<file path="src/rtl/toggle_cov_pkg.sv">
// toggle_cov_pkg
// Shared definitions for the toggle-coverage feeder blocks.
//   TOGGLE_RISE_BASE : index of the first rise event in the event vector
//   TOGGLE_FALL_OFS  : index of the first fall event at the default width
//                      (a block built with another WIDTH uses WIDTH itself)
//   cov_sat_add      : saturating add used by the event counter
package toggle_cov_pkg;

  localparam int TOGGLE_DEFAULT_WIDTH = 20;
  localparam int TOGGLE_RISE_BASE     = 0;
  localparam int TOGGLE_FALL_OFS      = TOGGLE_DEFAULT_WIDTH;

  // Adds a and b and clamps the result at max. The 33-bit sum keeps the carry
  // so a large addend can never wrap past the limit.
  function automatic logic [31:0] cov_sat_add(input logic [31:0] a,
                                              input logic [31:0] b,
                                              input logic [31:0] max);
    logic [32:0] sum;
    logic [31:0] result;
    sum = {1'b0, a} + {1'b0, b};
    if (sum > {1'b0, max}) begin
      result = max;
    end else begin
      result = sum[31:0];
    end
    return result;
  endfunction

endpackage

</file>
<file path="src/rtl/toggle_popcount.sv">
// toggle_popcount
// Combinational population count of a W-bit vector.
// Ports:
//   vec  in   W                 vector to count
//   cnt  out  $clog2(W+1)       number of set bits in vec
module toggle_popcount #(
  parameter int W = 40
) (
  input  logic [W-1:0]           vec,
  output logic [$clog2(W+1)-1:0] cnt
);

  localparam int CW = $clog2(W + 1);

  always_comb begin
    cnt = '0;
    for (int i = 0; i < W; i++) begin
      cnt = cnt + CW'(vec[i]);
    end
  end

endmodule

</file>
<file path="src/rtl/toggle_event_gen.sv">
// toggle_event_gen
// Turns rising and falling transitions of the watched signal bits into
// one-cycle event pulses for the toggle-coverage reporter, optionally
// reporting each coverage point only on its first hit, and keeps a
// saturating count of reported events plus an all-covered flag.
// Ports:
//   clock        in   1         sole clock
//   reset        in   1         synchronous, active-high
//   sig_in       in   WIDTH     watched signal bits, sampled every clock
//   en           in   1         event generation enable
//   clear        in   1         synchronous restart of coverage state
//   valid        out  2*WIDTH   event pulses: bit i = rise of sig_in[i],
//                               bit WIDTH+i = fall of sig_in[i]
//   hit_count    out  CNT_W     events reported since reset/clear, saturating
//   all_covered  out  1         every point has been hit (STICKY=1 only)
module toggle_event_gen
  import toggle_cov_pkg::*;
#(
  parameter int WIDTH  = 20,
  parameter int STICKY = 1,
  parameter int CNT_W  = 16
) (
  input  logic               clock,
  input  logic               reset,
  input  logic [WIDTH-1:0]   sig_in,
  input  logic               en,
  input  logic               clear,
  output logic [2*WIDTH-1:0] valid,
  output logic [CNT_W-1:0]   hit_count,
  output logic               all_covered
);

  localparam int EV_W     = 2 * WIDTH;
  localparam int PC_W     = $clog2(EV_W + 1);
  localparam int FALL_OFS = WIDTH;
  localparam logic [31:0] CNT_MAX = 32'((64'd1 << CNT_W) - 64'd1);

  logic [WIDTH-1:0] prev;
  logic             armed;
  logic [WIDTH-1:0] rise;
  logic [WIDTH-1:0] fall;
  logic [EV_W-1:0]  raw_events;
  logic [EV_W-1:0]  new_events;
  logic [PC_W-1:0]  new_count;
  logic [CNT_W-1:0] hit_count_next;
  logic             all_covered_next;

  // Events only once armed, so the first enabled cycle after reset/clear
  // just captures a reference value instead of reporting against it.
  always_comb begin
    rise = {WIDTH{armed & en}} & ~prev &  sig_in;
    fall = {WIDTH{armed & en}} &  prev & ~sig_in;
    raw_events = '0;
    raw_events[TOGGLE_RISE_BASE +: WIDTH] = rise;
    raw_events[FALL_OFS +: WIDTH]         = fall;
  end

  generate
    if (STICKY != 0) begin : g_sticky
      logic [EV_W-1:0] covered;

      always_ff @(posedge clock) begin
        if (reset || clear) begin
          covered <= '0;
        end else begin
          covered <= covered | new_events;
        end
      end

      assign new_events       = raw_events & ~covered;
      assign all_covered_next = &(covered | new_events);
    end else begin : g_plain
      assign new_events       = raw_events;
      assign all_covered_next = 1'b0;
    end
  endgenerate

  toggle_popcount #(
    .W(EV_W)
  ) u_popcount (
    .vec(new_events),
    .cnt(new_count)
  );

  assign hit_count_next = CNT_W'(cov_sat_add(32'(hit_count), 32'(new_count), CNT_MAX));

  // prev tracks sig_in even while disabled or clearing, so toggles that
  // happen with en low are simply lost rather than reported late.
  always_ff @(posedge clock) begin
    if (reset) begin
      prev        <= '0;
      armed       <= 1'b0;
      valid       <= '0;
      hit_count   <= '0;
      all_covered <= 1'b0;
    end else begin
      prev <= sig_in;
      if (clear) begin
        armed       <= 1'b0;
        valid       <= '0;
        hit_count   <= '0;
        all_covered <= 1'b0;
      end else begin
        if (en) begin
          armed <= 1'b1;
        end
        valid       <= new_events;
        hit_count   <= hit_count_next;
        all_covered <= all_covered_next;
      end
    end
  end

endmodule
</file>
<file path="config.mk">
export PLATFORM = sky130hd
export DESIGN_NAME = toggle_event_gen
export DESIGN_NICKNAME = d
export VERILOG_FILES = /design/src/rtl/toggle_cov_pkg.sv /design/src/rtl/toggle_popcount.sv /design/src/rtl/toggle_event_gen.sv
export SDC_FILE = /design/constraint.sdc
export NUM_CORES = 1
export LEC_CHECK = 0
export CAP_MARGIN = 10
export CELL_PAD_IN_SITES_DETAIL_PLACEMENT = 2
export CELL_PAD_IN_SITES_GLOBAL_PLACEMENT = 2
export CORE_MARGIN = 8
export CORE_UTILIZATION = 28
export CTS_BUF_LIST = sky130_fd_sc_hd__clkbuf_4 sky130_fd_sc_hd__clkbuf_8
export DETAILED_ROUTE_END_ITERATION = 8
export PLACE_DENSITY = 0.75
export SLEW_MARGIN = 10
export SYNTH_ARGS = -nofsm -noshare
export SYNTH_HDL_FRONTEND = slang
export SYNTH_SLANG_ARGS = --single-unit
</file>
<file path="constraint.sdc">
create_clock -name clock -period 12.39 [get_ports clock]
set_input_delay 2.478 -clock clock [delete_from_list [all_inputs] [get_ports clock]]
set_output_delay 2.478 -clock clock [all_outputs]
set_load 0.02 [all_outputs]
</file>
* Word level (Yosys, flattened, before mapping)
Cells that the tools add are included.
Cells by class: add/subtract/negate cells 40, multiply operators 0, div/mod/pow operators 0, magnitude comparators 1, equality and inequality tests 0, shift operators 0, mux-type cells 1, bitwise gates (word level) 10, reductions and logical operators 3
Operators by type and width (number):
- $add 6x1->6 | 38
- $and 20x20->20 | 4
- $and 40x40->40 | 1
- $not 20->20 | 2
- $not 40->40 | 1
- $or 40x40->40 | 1
- $reduce_and 40->1 | 1
- $add 16x6->17 | 1
- $gt 17x16->1 const B | 1
- $mux 16 | 1
- $add 1x1->2 | 1
- $reduce_or 2->1 | 1
- $and 1x1->1 | 1
- $logic_or 1x1->1 | 1
Word-level totals: bits in registers 118, bits in latches 0, RAM bits 0, memory bits (read-only) 0, input port bits 24, logic and storage cells 61, memories kept 0

* Longest topological paths before layout
depth in word-level cells 46, depth in mapped cells 28, mapped depth without buffers 25

* Modules after synthesis
Synthesis repeated with hierarchy kept, for this count alone.
Unflattened totals: cells, all modules 581, area, all modules 5251.3 sq um
Modules (own cells, without submodules):
- toggle_event_gen | times used 1, cells an instance 492, area an instance 4282.9 sq um, seq. area each 2362.3 sq um
- toggle_popcount | times used 1, cells an instance 89, area an instance 968.4 sq um, seq. area each 0.0 sq um

* Worst setup path after synthesis
OpenSTA, ideal clock, no wires.
path type input port to flip-flop, start input port en, end register hit_count[12], library setup time 136 ps, arrival 9216 ps, slack 3038 ps, cell stages on the path 26, path buffers 2, cell sequence and2_1 -> buf_2 -> buf_1 -> nand3_1 -> nor2_1 -> ha_1 -> inv_1 -> fa_1 -> fa_1 -> fa_1 -> fa_1 -> fa_1 -> fa_1 -> fa_1 -> fa_1 -> fa_1 -> inv_1 -> a21o_1 -> a21oi_1 -> xnor2_1 -> ha_1 -> o21a_1 -> o31a_1 -> o21ai_1 -> a2111oi_0 -> a211oi_1
Between the ends: word-level cells in the longest chain between the ends 46
RTL lines:
- start: declaration | RTL line toggle_event_gen.sv:26 | input logic en,
- $and 1x1->1 (*) | RTL line toggle_event_gen.sv:51 | rise = {WIDTH{armed & en}} & ~prev & sig_in;
- $and 20x20->20 (*) (2 in series) | RTL line toggle_event_gen.sv:51
- $and 40x40->40 (*) | RTL line toggle_event_gen.sv:70 | assign new_events = raw_events & ~covered;
- via new_events[1] | RTL line toggle_event_gen.sv:43 | logic [EV_W-1:0] new_events;
- $add 1x1->2 (*) | RTL line toggle_popcount.sv:18 | cnt = cnt + CW'(vec[i]);
- $add 6x1->6 (*) (38 in series) | RTL line toggle_popcount.sv:18
- $add 16x6->17 (*) | RTL line toggle_cov_pkg.sv:20 | sum = {1'b0, a} + {1'b0, b};
- $gt 17x16->1 | RTL line toggle_cov_pkg.sv:21 | if (sum > {1'b0, max}) begin
- $mux 16 (*) | RTL line toggle_cov_pkg.sv:21
- end signal: assignment | RTL line toggle_event_gen.sv:108 | hit_count <= hit_count_next;
- end: declaration | RTL line toggle_event_gen.sv:29 | output logic [CNT_W-1:0] hit_count,
Mark *: on every way through the listed nets, which the timed path passes. The rest lies on a longest branch. A chain may end at the register's enable or synchronous reset.

* Final worst setup path
start input port en, end register hit_count[6]
RTL lines (RTL line):
- $and 1x1->1 (*) | toggle_event_gen.sv:51
- $and 20x20->20 (*) (2 in series) | toggle_event_gen.sv:51
- $and 40x40->40 (*) | toggle_event_gen.sv:70
- via new_events[10] | toggle_event_gen.sv:43
- $add 6x1->6 (*) (30 in series) | toggle_popcount.sv:18
- $add 16x6->17 (*) | toggle_cov_pkg.sv:20
- $gt 17x16->1 | toggle_cov_pkg.sv:21
- $mux 16 (*) | toggle_cov_pkg.sv:21
Marked as above.

==> results_dict.tcl <==
set metrics [dict create \
    dp_hpwl_mm 12.88 \
    clkPwrFrac_pct 43.4 \
    postCtsSetupBuffers 0 \
    rows 50 \
    synthFlopType "dfxtp_1" \
    firstDrtPassIters 4 \
    p_sw_mw 0.1964 \
    wl_mm 16.83 \
    drt.antenna.violating_nets 0 \
    fin_crit_ps 10250 \
    leakagePower_nw 2.623 \
    placed_area_mm2 0.006291 \
    wl_per_cell_um 18.89 \
    avgSynthCellArea_um2 9.289 \
    yosys-top-cells-area "dfxtp_1 (45%), fa_1 (12%), nor2_1 (8.0%), inv_1 (5.7%), a31oi_1 (4.9%)" \
    ys_ff_latch 118 \
    area_delta_synth_final_pct 26.54 \
    period_share_pct 82.75 \
    comb_power_share_pct 7.8 \
    power_frac_seq_pct 48.7 \
    grt_pass1_vias 5096 \
    maxCapViolations 0 \
    gp_congestion 0.7874 \
    path_cells "clkdlybuf4s50_1, and2_1, buf_4, nand3_1, nor2_1, fa_1, inv_1, fa_1, fa_1, fa_1, fa_1, fa_1, fa_1, fa_1, fa_1, xnor2_1, ha_1, nor2b_1, o31ai_2, a211oi_1, a2111oi_0, a21oi_1" \
    die_x_um 153.3 \
    diodes 0 \
    num_vias 4414 \
    synthArstFlopShare_pct 0 \
    p_int_mw 0.6031 \
    grt.total_usage_pct 14.83 \
    arrival_ps 10530 \
    cpMostUsedCell "fa_1" \
    grt_pass1_wl_mm 27.54 \
    slew_viol_final 0 \
    synth_edf_count 0 \
    finalSetupViolCount 0 \
    cts_resized 0 \
    clk_pin_slew_ps 70 \
    tns_ps 0 \
    preCtsSetupSlack_ps 1664 \
    cts_buffers 17 \
    yosysWarnings 0 \
    switching_share_pct 24.57 \
    drive_gt1_share_pct 5.784 \
    tritoncts "done" \
    grt_setup_unrepaired "no" \
    setup_ws_ps 2137 \
    ys_types 44 \
    nets 720 \
    mappedNetlistArea_mm2 0.005276 \
    grt_max_degree 98 \
    cts_hold_buf 0 \
    coreArea_mm2 0.01858 \
    cts-htree-levels 4 \
    start_kind "primary input" \
    maxSlewHeadroom_pct 28.35 \
    hold_violations 0 \
    die_h_um 153.3 \
    cts.sinks 118 \
    syn_nets 642 \
    hold_ws_ps 459.1 \
    drcViolationCount 0 \
    end_kind "flop" \
    p_per_area_mw_per_mm2 119.8 \
    io_pins 81 \
    portBuffers 80 \
    fin_area_mm2 0.006676 \
    clock_skew_ps 11.40 \
    status "completed" \
    avgViaCountPerCell 4.954 \
    cp_slowest_stage_delay_ps 680 \
    cts_buffer_depth 2 \
    synth_area_leader_cell "dfxtp_1" \
    tightest_slew_ps 1071 \
    clkLatencyLatePin_ps 440 \
    dieArea_mm2 0.02349 \
    hp-class "reg2reg" \
    fmax_mhz 97.53 \
    ys_seq_area_share_pct 44.77 \
    synth_top_area_share_pct 44.77 \
    crit_slowest_cell "and2_1" \
    required_ps 12670 \
    start_util_pct 28.40 \
    worstRegToRegCells 21 \
    drtIter0Drc 223 \
    critPathKind "in2reg" \
    postSynthCellCount 568 \
    root_buffer "clkbuf_8" \
    crit_fanout 27 \
    max-vdd-ir-drop_v 0.00006737 \
    antenna_found_initial 0 \
    hold-path-cell-count 1 \
    grt_overflow 0 \
]
==> path summary, 6_finish.rpt <==
path                                     end                start  slack [ps]
worst max-delay path            hit_count[6]                   en        2140
worst min-delay path                valid[6]  g_sticky.covered[6]         460
worst max register to register  hit_count[6]                armed        4320
worst min register to register      valid[6]  g_sticky.covered[6]         460
==> worst max-delay path: cells and delay by family <==
kind	cells	cell delay (ps)
xor+xnor	1	140
compound gates	4	1180
buf+inv	3	1020
simple gates	4	1200
fa+ha+maj	10	4470
==> kinds of logic (layout without fill, tap and decap cells) <==
logic type,Yosys count,in the layout,synth area share (%)
compound gates,92,92,11.71
xor+xnor,5,5,0.8301
fa+ha+maj,50,50,16.41
buf+inv,104,193,7.612
flops,118,118,44.77
simple gates,199,199,18.66
==> area by class of cell <==
type                            count  area [um2]
Fill cell                        2012       11900
Multi-Input combinational cell    346        2512
Sequential cell                   118        2362
Tap cell                          234       292.8
Clock inverter                      9       102.6
Clock buffer                       21       282.8
Inverter                           80       300.3
Timing Repair Buffer               83       823.3
==> power by group through the flow <==
stage / registers, mW / logic (mW) / clock network (mW)
CTS: 0.389 / 0.0648 / 0.360
floorplan: 0.399 / 0.0344 / 0
detailed placement: 0.398 / 0.0641 / 0
global placement: 0.397 / 0.0612 / 0
finish: 0.389 / 0.0627 / 0.347
global route: 0.390 / 0.0711 / 0.378
==> layer usage <==
layer | global-route usage [%] | routed length, um | vias up
met4 | 6.126 | 357 | 0
met5 | 0 | 0 | -
met1 | 17.22 | 7415 | 2220
met3 | 3.186 | 581 | 28
met2 | 25.99 | 8477 | 88
li1 | - | - | 2078
==> through the flow <==
stage | utilization [%] | std cells | total power, mW
global placement | 33.86 | 861 | 0.4585
CTS | 35.93 | 891 | 0.8138
detailed placement | 33.86 | 861 | 0.4621
floorplan | - | 568 | 0.4332
global route | 35.93 | 891 | 0.8386
finish | 35.93 | 891 | 0.7996
==> layout by cell type, fill, tap and decap left out, drive strengths merged, types with 4 or more instances in the layout <==
| cell | instances |
|---|---|
| ha | 18 |
| fa | 32 |
| o21ai | 6 |
| a21o | 6 |
| clkinv | 4 |
| nor3 | 14 |
| nand2 | 6 |
| nor2 | 113 |
| a31oi | 41 |
| a21oi | 18 |
| nor4 | 10 |
| or4 | 31 |
| clkbuf | 21 |
| clkdlybuf4s50 | 80 |
| inv | 80 |
| dfxtp | 118 |
| nand3 | 10 |
| a211oi | 6 |
==> registers in the layout (all words and copies together), names as in the netlist <==
register and flops:
hit_count 16, valid 40, g_sticky.covered 40, prev 20, all_covered 1, armed 1
==> synth_stat cells (all sizes together), types with 10 or more instances <==
library cell,count
nor4,10
inv,80
nor3,14
nor2,113
buf,10
clkbuf,14
dfxtp,118
or4,31
a31oi,41
ha,18
a21oi,18
nand3,10
fa,32
No activity file was read; power rests on OpenSTA's default activity.
